`src/rtl/omsp_hmac_arbiter_if.sv`:
```
// Bundle of the two requester ports and the shared HMAC port.
// The slave modport is the arbiter's view; the master modport is the environment around it.
interface omsp_hmac_arbiter_if #(
   parameter int KEY_SIZE = 128
);
   logic                req0, req1;
   logic                start_continue0, start_continue1;
   logic                data_available0, data_available1;
   logic                data_is_long0, data_is_long1;
   logic [KEY_SIZE-1:0] key0, key1;
   logic [15:0]         data_in0, data_in1;
   logic                gnt0, gnt1;
   logic                busy0, busy1;
   logic [15:0]         data_out0, data_out1;
   logic                hm_reset;
   logic                hm_start_continue, hm_data_available, hm_data_is_long;
   logic [KEY_SIZE-1:0] hm_key;
   logic [15:0]         hm_data_in;
   logic [15:0]         hm_data_out;
   logic                hm_busy;

   modport slave (
      input  req0, req1, start_continue0, start_continue1,
      input  data_available0, data_available1, data_is_long0, data_is_long1,
      input  key0, key1, data_in0, data_in1, hm_data_out, hm_busy,
      output gnt0, gnt1, busy0, busy1, data_out0, data_out1,
      output hm_reset, hm_start_continue, hm_data_available, hm_data_is_long,
      output hm_key, hm_data_in
   );

   modport master (
      output req0, req1, start_continue0, start_continue1,
      output data_available0, data_available1, data_is_long0, data_is_long1,
      output key0, key1, data_in0, data_in1, hm_data_out, hm_busy,
      input  gnt0, gnt1, busy0, busy1, data_out0, data_out1,
      input  hm_reset, hm_start_continue, hm_data_available, hm_data_is_long,
      input  hm_key, hm_data_in
   );
endinterface

```
`src/rtl/omsp_hmac_arbiter.sv`:
```
// Session arbiter sharing one omsp_hmac_16bit between two requesters.
// Round-robin whole-session grants, key latched at grant, HMAC scrubbed on every handover.
//
// state    | meaning
// ---------+---------------------------------------------------------------
// ST_SCRUB | hm_reset held high for SCRUB_CYCLES cycles, key register zeroed
// ST_IDLE  | HMAC clean, arbitrating between pending requests
// ST_OWNED | owner's handshake forwarded to the HMAC
// ST_DRAIN | owner released while HMAC busy; controls forced low until idle
module omsp_hmac_arbiter #(
   parameter int KEY_SIZE     = 128,
   parameter int SCRUB_CYCLES = 2
) (
   input  logic                     clk,
   input  logic                     reset_n,
   omsp_hmac_arbiter_if.slave       bus
);

   typedef enum logic [1:0] {ST_SCRUB, ST_IDLE, ST_OWNED, ST_DRAIN} state_t;

   localparam logic [3:0] SCRUB_INIT = 4'(SCRUB_CYCLES - 1);

   state_t              state_q, state_d;
   logic                owner_q, owner_d;
   logic                last_q, last_d;
   logic [KEY_SIZE-1:0] key_q, key_d;
   logic [3:0]          cnt_q, cnt_d;
   logic                gnt0_q, gnt1_q;
   logic                own_req, win;

   always_ff @(posedge clk or negedge reset_n) begin
      if (!reset_n) begin
         state_q <= ST_SCRUB;
         owner_q <= 1'b0;
         last_q  <= 1'b1;
         key_q   <= '0;
         cnt_q   <= SCRUB_INIT;
         gnt0_q  <= 1'b0;
         gnt1_q  <= 1'b0;
      end else begin
         state_q <= state_d;
         owner_q <= owner_d;
         last_q  <= last_d;
         key_q   <= key_d;
         cnt_q   <= cnt_d;
         gnt0_q  <= (state_d == ST_OWNED) && !owner_d;
         gnt1_q  <= (state_d == ST_OWNED) &&  owner_d;
      end
   end

   always_comb begin
      state_d = state_q;
      owner_d = owner_q;
      last_d  = last_q;
      key_d   = key_q;
      cnt_d   = cnt_q;
      win     = 1'b0;
      own_req = owner_q ? bus.req1 : bus.req0;
      case (state_q)
         ST_SCRUB: begin
            key_d = '0;
            if (cnt_q == 4'd0) state_d = ST_IDLE;
            else               cnt_d   = cnt_q - 4'd1;
         end
         ST_IDLE: begin
            if (bus.req0 || bus.req1) begin
               // on a tie the port that did not own last time wins
               win     = (bus.req0 && bus.req1) ? ~last_q : bus.req1;
               owner_d = win;
               last_d  = win;
               key_d   = win ? bus.key1 : bus.key0;
               state_d = ST_OWNED;
            end
         end
         ST_OWNED: begin
            if (!own_req) begin
               if (bus.hm_busy) begin
                  state_d = ST_DRAIN;
               end else begin
                  state_d = ST_SCRUB;
                  cnt_d   = SCRUB_INIT;
                  key_d   = '0;
               end
            end
         end
         ST_DRAIN: begin
            if (!bus.hm_busy) begin
               state_d = ST_SCRUB;
               cnt_d   = SCRUB_INIT;
               key_d   = '0;
            end
         end
         default: state_d = ST_SCRUB;
      endcase
   end

   wire owned = (state_q == ST_OWNED);

   assign bus.hm_reset          = (state_q == ST_SCRUB);
   assign bus.hm_key            = key_q;
   assign bus.hm_start_continue = owned && (owner_q ? bus.start_continue1 : bus.start_continue0);
   assign bus.hm_data_available = owned && (owner_q ? bus.data_available1 : bus.data_available0);
   assign bus.hm_data_is_long   = owned && (owner_q ? bus.data_is_long1 : bus.data_is_long0);
   assign bus.hm_data_in        = !owned ? 16'h0000 : (owner_q ? bus.data_in1 : bus.data_in0);

   // gnt registers track (state == OWNED && owner == N) exactly, so they gate the returns
   assign bus.gnt0      = gnt0_q;
   assign bus.gnt1      = gnt1_q;
   assign bus.busy0     = gnt0_q ? bus.hm_busy : 1'b1;
   assign bus.busy1     = gnt1_q ? bus.hm_busy : 1'b1;
   assign bus.data_out0 = gnt0_q ? bus.hm_data_out : 16'h0000;
   assign bus.data_out1 = gnt1_q ? bus.hm_data_out : 16'h0000;

endmodule
```
`src/flat_wrapper.sv`:
```
// flat-port wrapper written by rule: the top's interface ports become plain ports
module omsp_hmac_arbiter_flat 
#(
   parameter int KEY_SIZE     = 128,
   parameter int SCRUB_CYCLES = 2
)
  (clk, reset_n, bus_req0, bus_req1, bus_start_continue0, bus_start_continue1, bus_data_available0, bus_data_available1, bus_data_is_long0, bus_data_is_long1, bus_key0, bus_key1, bus_data_in0, bus_data_in1, bus_hm_data_out, bus_hm_busy, bus_gnt0, bus_gnt1, bus_busy0, bus_busy1, bus_data_out0, bus_data_out1, bus_hm_reset, bus_hm_start_continue, bus_hm_data_available, bus_hm_data_is_long, bus_hm_key, bus_hm_data_in);
  omsp_hmac_arbiter_if #(.KEY_SIZE(KEY_SIZE)) bus_i ();
  input  logic clk;
  input  logic reset_n;
  input wire logic [$bits(bus_i.req0)-1:0] bus_req0;
  input wire logic [$bits(bus_i.req1)-1:0] bus_req1;
  input wire logic [$bits(bus_i.start_continue0)-1:0] bus_start_continue0;
  input wire logic [$bits(bus_i.start_continue1)-1:0] bus_start_continue1;
  input wire logic [$bits(bus_i.data_available0)-1:0] bus_data_available0;
  input wire logic [$bits(bus_i.data_available1)-1:0] bus_data_available1;
  input wire logic [$bits(bus_i.data_is_long0)-1:0] bus_data_is_long0;
  input wire logic [$bits(bus_i.data_is_long1)-1:0] bus_data_is_long1;
  input wire logic [$bits(bus_i.key0)-1:0] bus_key0;
  input wire logic [$bits(bus_i.key1)-1:0] bus_key1;
  input wire logic [$bits(bus_i.data_in0)-1:0] bus_data_in0;
  input wire logic [$bits(bus_i.data_in1)-1:0] bus_data_in1;
  input wire logic [$bits(bus_i.hm_data_out)-1:0] bus_hm_data_out;
  input wire logic [$bits(bus_i.hm_busy)-1:0] bus_hm_busy;
  output wire logic [$bits(bus_i.gnt0)-1:0] bus_gnt0;
  output wire logic [$bits(bus_i.gnt1)-1:0] bus_gnt1;
  output wire logic [$bits(bus_i.busy0)-1:0] bus_busy0;
  output wire logic [$bits(bus_i.busy1)-1:0] bus_busy1;
  output wire logic [$bits(bus_i.data_out0)-1:0] bus_data_out0;
  output wire logic [$bits(bus_i.data_out1)-1:0] bus_data_out1;
  output wire logic [$bits(bus_i.hm_reset)-1:0] bus_hm_reset;
  output wire logic [$bits(bus_i.hm_start_continue)-1:0] bus_hm_start_continue;
  output wire logic [$bits(bus_i.hm_data_available)-1:0] bus_hm_data_available;
  output wire logic [$bits(bus_i.hm_data_is_long)-1:0] bus_hm_data_is_long;
  output wire logic [$bits(bus_i.hm_key)-1:0] bus_hm_key;
  output wire logic [$bits(bus_i.hm_data_in)-1:0] bus_hm_data_in;
  assign bus_i.req0 = bus_req0;
  assign bus_i.req1 = bus_req1;
  assign bus_i.start_continue0 = bus_start_continue0;
  assign bus_i.start_continue1 = bus_start_continue1;
  assign bus_i.data_available0 = bus_data_available0;
  assign bus_i.data_available1 = bus_data_available1;
  assign bus_i.data_is_long0 = bus_data_is_long0;
  assign bus_i.data_is_long1 = bus_data_is_long1;
  assign bus_i.key0 = bus_key0;
  assign bus_i.key1 = bus_key1;
  assign bus_i.data_in0 = bus_data_in0;
  assign bus_i.data_in1 = bus_data_in1;
  assign bus_i.hm_data_out = bus_hm_data_out;
  assign bus_i.hm_busy = bus_hm_busy;
  assign bus_gnt0 = bus_i.gnt0;
  assign bus_gnt1 = bus_i.gnt1;
  assign bus_busy0 = bus_i.busy0;
  assign bus_busy1 = bus_i.busy1;
  assign bus_data_out0 = bus_i.data_out0;
  assign bus_data_out1 = bus_i.data_out1;
  assign bus_hm_reset = bus_i.hm_reset;
  assign bus_hm_start_continue = bus_i.hm_start_continue;
  assign bus_hm_data_available = bus_i.hm_data_available;
  assign bus_hm_data_is_long = bus_i.hm_data_is_long;
  assign bus_hm_key = bus_i.hm_key;
  assign bus_hm_data_in = bus_i.hm_data_in;
  omsp_hmac_arbiter #(.KEY_SIZE(KEY_SIZE), .SCRUB_CYCLES(SCRUB_CYCLES)) u_core (.clk(clk), .reset_n(reset_n), .bus(bus_i));
endmodule
```
`config.mk`:
```
export PLATFORM = sky130hd
export DESIGN_NAME = omsp_hmac_arbiter_flat
export DESIGN_NICKNAME = d
export VERILOG_FILES = /design/src/rtl/omsp_hmac_arbiter_if.sv /design/src/rtl/omsp_hmac_arbiter.sv /design/src/flat_wrapper.sv
export SDC_FILE = /design/constraint.sdc
export NUM_CORES = 1
export LEC_CHECK = 0
export BUFFER_PORTS_ARGS = -buffer_cell sky130_fd_sc_hd__clkbuf_2
export CORE_AREA = 2 2 194 196
export CTS_CLUSTER_SIZE = 12
export DETAILED_ROUTE_END_ITERATION = 6
export DIE_AREA = 0 0 196 198
export HOLD_SLACK_MARGIN = 0.02
export SLEW_MARGIN = 20
export SYNTH_ARGS = -nofsm -noshare
export SYNTH_HDL_FRONTEND = slang
export SYNTH_SLANG_ARGS = --single-unit
```
`constraint.sdc`:
```
create_clock -name clk -period 3.8 [get_ports clk]
set_input_delay 0.19 -clock clk [delete_from_list [all_inputs] [get_ports clk]]
set_output_delay 0.19 -clock clk [all_outputs]
set_load 0.02 [all_outputs]
```
# After elaboration in Yosys (flattened, before gate mapping)
# Cells that the tools add are included.
# W data, S select, Z words.
[op_classes]
muxes = 28
n_eq_ne = 7
n_addsub = 1
bitwise = 1
n_reduce_logical = 14
[op_table]
columns = ["operator", "count"]
rows = [
  ["$mux W128", 4],
  ["$pmux W128 S4", 1],
  ["$mux W16", 4],
  ["$mux W4", 3],
  ["$pmux W4 S3", 1],
  ["$mux W2", 5],
  ["$mux W1", 9],
  ["$pmux W2 S4", 1],
  ["$eq A2 B2 Y1 const B", 3],
  ["$logic_and A1 B1 Y1", 6],
  ["$logic_not A4 Y1", 1],
  ["$ne A2 B2 Y1 const B", 2],
  ["$reduce_and A2 Y1", 2],
  ["$sub A4 B1 Y4 const B", 1],
  ["$reduce_and A3 Y1", 1],
  ["$reduce_bool A3 Y1", 1],
  ["$eq A2 B1 Y1 const B", 1],
  ["$logic_not A2 Y1", 1],
  ["$ne A2 B1 Y1 const B", 1],
  ["$logic_not A1 Y1", 1],
  ["$logic_or A1 B1 Y1", 1],
  ["$not A1 Y1", 1],
]
[totals]
inputBits = 315
reg_bits = 138
out_inout_bits = 184

# Logic depth before layout (Yosys ltp)
[depth]
word_depth = 6
mapped_depth = 7

# Worst setup path before layout
# No wires, ideal clock.
[synth_path]
path_kind = "reg-to-reg"
startpoint = "register u_core.cnt_q[0]"
endpoint = "register u_core.cnt_q[1]"
synth_period_minus_slack_ns = 1.575
slack_ns = 2.225
arrival_time_ns = 1.493
path_buffers = 0
t_required_ns = 3.718
path_stages_with_launch = 7
setup_ns = 0.082
cell_sequence = "dfstp_2 inv_1 ha_1 nor3b_2 nor2_1 mux2_1 o22ai_1"
[synth_via]
elab_chain_cells = 3
elab_cells_between_ends = 6
classes_between = "add/sub: 1; eq/ne: 1; mux: 2; reduce/logical: 2"
[synth_lines]
columns = ["element", "line", "source"]
rows = [
  ["start: declaration", "omsp_hmac_arbiter.sv:27", "logic [3:0] cnt_q, cnt_d;"],
  ["start signal: assignment", "omsp_hmac_arbiter.sv:45", "cnt_q <= cnt_d;"],
  ["$sub A4 B1 Y4 / $logic_not A4 Y1 (equally long branches)", "omsp_hmac_arbiter.sv:63, omsp_hmac_arbiter.sv:62", ""],
  ["$mux W4 / $ne A2 B2 Y1 (equally long branches)", "n/a", ""],
  ["$pmux W4 S3 / $reduce_and A3 Y1 (equally long branches)", "n/a", ""],
]
# Parallel ways exist; a longest one is shown, timed or not. The select of a mux whose other input is x is not followed.
# A chain may end at the register's enable or synchronous reset.

# Worst setup path after layout
[layout_path]
startpoint = "register u_core.state_q[1]"
endpoint = "register u_core.key_q[0], in the netlist u_core.bus.hm_key[0]"
[layout_via]
elab_chain_cells = 3
elab_cells_between_ends = 8
classes_between = "eq/ne: 5; mux: 1; reduce/logical: 2"
[layout_lines]
columns = ["element", "line", "source"]
rows = [
  ["start: declaration", "omsp_hmac_arbiter.sv:23", "state_t state_q, state_d;"],
  ["start signal: assignment", "omsp_hmac_arbiter.sv:41", "state_q <= state_d;"],
  ["$eq A2 B1 Y1 / $eq A2 B2 Y1 (equally long branches)", "n/a", ""],
  ["$ne A2 B1 Y1 (no line) / $ne A2 B2 Y1 (equally long branches)", "n/a", ""],
  ["$reduce_and A2 Y1 (no line)", "n/a", ""],
  ["end signal: assignment", "omsp_hmac_arbiter.sv:44", "key_q <= key_d;"],
  ["end: declaration", "omsp_hmac_arbiter.sv:26", "logic [KEY_SIZE-1:0] key_q, key_d;"],
]
# Parallel ways exist; a longest one is shown, timed or not.

==> impl_metrics.ini <==
[clock_tree]
cts_tree = built
cts-root-buf = clkbuf_16
postCtsSetupRepairBufs = 0
cts_made_buffers = 17
htree_levels = 4
cts.sink_count = 138
clkLatencyLatePin_ns = 0.42
cts.reportedPaths.clkPinSlew_ns = 0.07
clock_path_buffers = 2

[floorplan]
num_rows = 71
core_area_um2 = 37000
start_util_pct = 19.0
io_pins = 499
die_width_um = 196
die_h_um = 198
fp.dieArea_um2 = 38800

[yosys]
yosysMostFrequentCell = mux2i_1
async_reset_ff_share_pct = 100
ys.flop_type = dfrtp_1
yosys-top-cells-count = mux2i_1, dfrtp_1, o2bb2ai_1
yosys.area.top_type = dfrtp_1
synth_top_family_by_area = multiplexers
yosys.area_share.simple_pct = 5.53
ys_seq_area_share_pct = 49.3
synth_top_cell_area_share_pct = 48.5
ys_top_cells_by_area = dfrtp_1, mux2i_1, o2bb2ai_1
synth.distinct_cells = 34
avgSynthCellArea_um2 = 12.3
synth_compound_area_share_pct = 17.8
syn_nets = 886
syn_area_um2 = 7010
synthMuxAreaShare_pct = 21.3
synth-edff-count = 0
synth-xor-area-share_pct = 0
netlist_instances = 569
synth_fa_ha_area_share_pct = 0.357
ys_warn_count = 0
ys_ff_latch = 138

[global_routing]
grt_remaining_overflow = 0
grt_pass1_vias = 6056
grt_start_max_net_pins = 75
antenna_found_initial = 0
grt_pass1_wl_um = 33400
track_usage_pct = 11.0

[cells_and_area]
nets = 1360
fill_cells = 3878
regArea_um2 = 3460
n_antenna_cell = 0
area_growth_pct = 49.6
multi_input_area_um2 = 3180
drive_gt1_share_pct = 51.7

[drt]
top_layer = met4
wl_met1_um = 10200
wl_met2_um = 10800
num_vias = 6282
drt_first_pass_iters = 4
drtIter0Drc = 246
drt_wl_total_um = 22400
wl_per_cell_um = 14.6
ant_nets = 0
dr_wl_met3_um = 1120
drcViolationCount = 0
vias_per_cell = 4.11

[placed_design]
port_buffers = 498
place_ws_ns = 1.40
gp_congestion = 0.804
detailed_place_hpwl_um = 17500

[worst_hold_path]
worstHoldStart = bus_key0[40]
holdCritPathClass = primary input to flop

[timing]
drv_slew = 0
tightest_slew_ns = 0.863
hold_violations = 0
relSlewSlack_pct = 42.5
fmax_mhz = 416
rsz0062_at_grt = no
worst_slack_ns = 1.40
finalSetupViolCount = 0
period_share_pct = 63.2
worst_clock_skew_ns = 0.00874
period_needed_ns = 2.40
fin_setup_tns_ns = 0

[worst_setup_path]
endpoint_kind = flop
cp.required_ns = 4.14
max_stage_delay_ns = 0.53
crit_type = flop to flop
critPathSlowestCell = nand2b_1
start_kind = flop
r2r_start = u_core.state_q[1]$_DFF_PN0_
cp_max_fo = 56
cp.arrival_ns = 2.74
crit_chain = nand2b_1 > o21ai_2 > a21o_4 > buf_4 > o2bb2ai_1
crit_start = u_core.state_q[1]$_DFF_PN0_
rrSetupSlack_ns = 1.40

[power]
power_leakage_nw = 5.50
ir_worst_vdd_mv = 0.546
powerDensity_nw_per_um2 = 715

[flow_run]
maxCapViolations = 0

[run_status]
status = complete, no violations
-- final cells by class --
| type | count | share of cell area (%) |
|---|---|---|
| flip-flops and latches | 138 | 32.9 |
| clock inverters | 12 | 1.54 |
| inverters | 7 | 0.251 |
| multi-input cells | 372 | 30.3 |
| clock buffers | 20 | 4.35 |
| well taps | 474 | 5.65 |
| repair buffers | 507 | 25.0 |
-- layout by cell type (no fill, tap or decap), types with 3 or more instances in the layout --
cell type,count
mux2i_1,147
buf_4,4
nand2_1,8
o21ai_1,4
clkbuf_16,17
buf_12,4
nand2b_1,4
a21oi_1,3
bufinv_16,3
dfrtp_1,136
inv_6,3
and2_1,33
o2bb2ai_1,128
clkbuf_2,497
inv_1,6
nor2_1,24
-- metrics by stage --
stage | hold WS, ns | cell area [um2] | std cells | power, mW | utilization (%)
5_1_grt | 0.0372 | 10500 | 1530 | 7.98 | 28.4
3_5_place_dp | 0.247 | 9860 | 1497 | 5.78 | 26.7
4_1_cts | 0.0352 | 10500 | 1530 | 7.61 | 28.4
6_report | 0.0607 | 10500 | 1530 | 7.50 | 28.4
2_1_floorplan | -0.106 | 7010 | 569 | 4.68 | -
3_3_place_gp | 0.240 | 9860 | 1497 | 5.75 | 26.7
-- path summary, 6_finish.rpt --
check                                                    end  cells past startpoint
setup / recovery            u_core.bus.hm_key[0]$_DFFE_PN0P_                      5
hold / removal             u_core.bus.hm_key[40]$_DFFE_PN0P_                      3
setup reg to reg            u_core.bus.hm_key[0]$_DFFE_PN0P_                      5
hold reg to reg            u_core.bus.hm_key[43]$_DFFE_PN0P_                      1
max in group asynchronous          u_core.last_q$_DFFE_PN1P_                      3
min in group asynchronous  u_core.bus.hm_key[10]$_DFFE_PN0P_                      2
-- sequential cells by signal, summed over array words and instances (netlist names) --
signal	flops
u_core.bus.hm_key	128
u_core.cnt_q	4
u_core.state_q	2
u_core.bus.gnt0	1
u_core.bus.gnt1	1
u_core.last_q	1
u_core.owner_q	1
-- cells by family after synthesis --
family                     after synthesis
buffers and inverters                   59
AOI/OAI and AO/OA                      147
DFF                                    138
and+or+nand+nor                         74
adders and majority gates                2
muxes                                  149
-- what timing repair did --
action,in CTS,in global routing
hold buffers,1,0
endpoints found under the hold margin,72,0
resized for setup,0,0
-- where the power goes --
part           total [mW]  internal [mW]  switching, mW
logic                3.35           1.19           2.16
registers            2.38           2.01          0.364
clock network        1.77           1.08          0.693
-- routing by layer --
metal,vias up,track usage [%]
met1,2968,14.7
met2,229,17.9
met5,-,0
met3,13,2.13
met4,0,3.34
li1,3072,-
-- critical path, delay by kind of cell, from the launching register on --
family	cells	cell delay (ns)
buf+inv	1	0.47
compound gates	3	0.76
simple gates	1	0.53
flops	1	0.52
(Power assumes the default switching activity.)
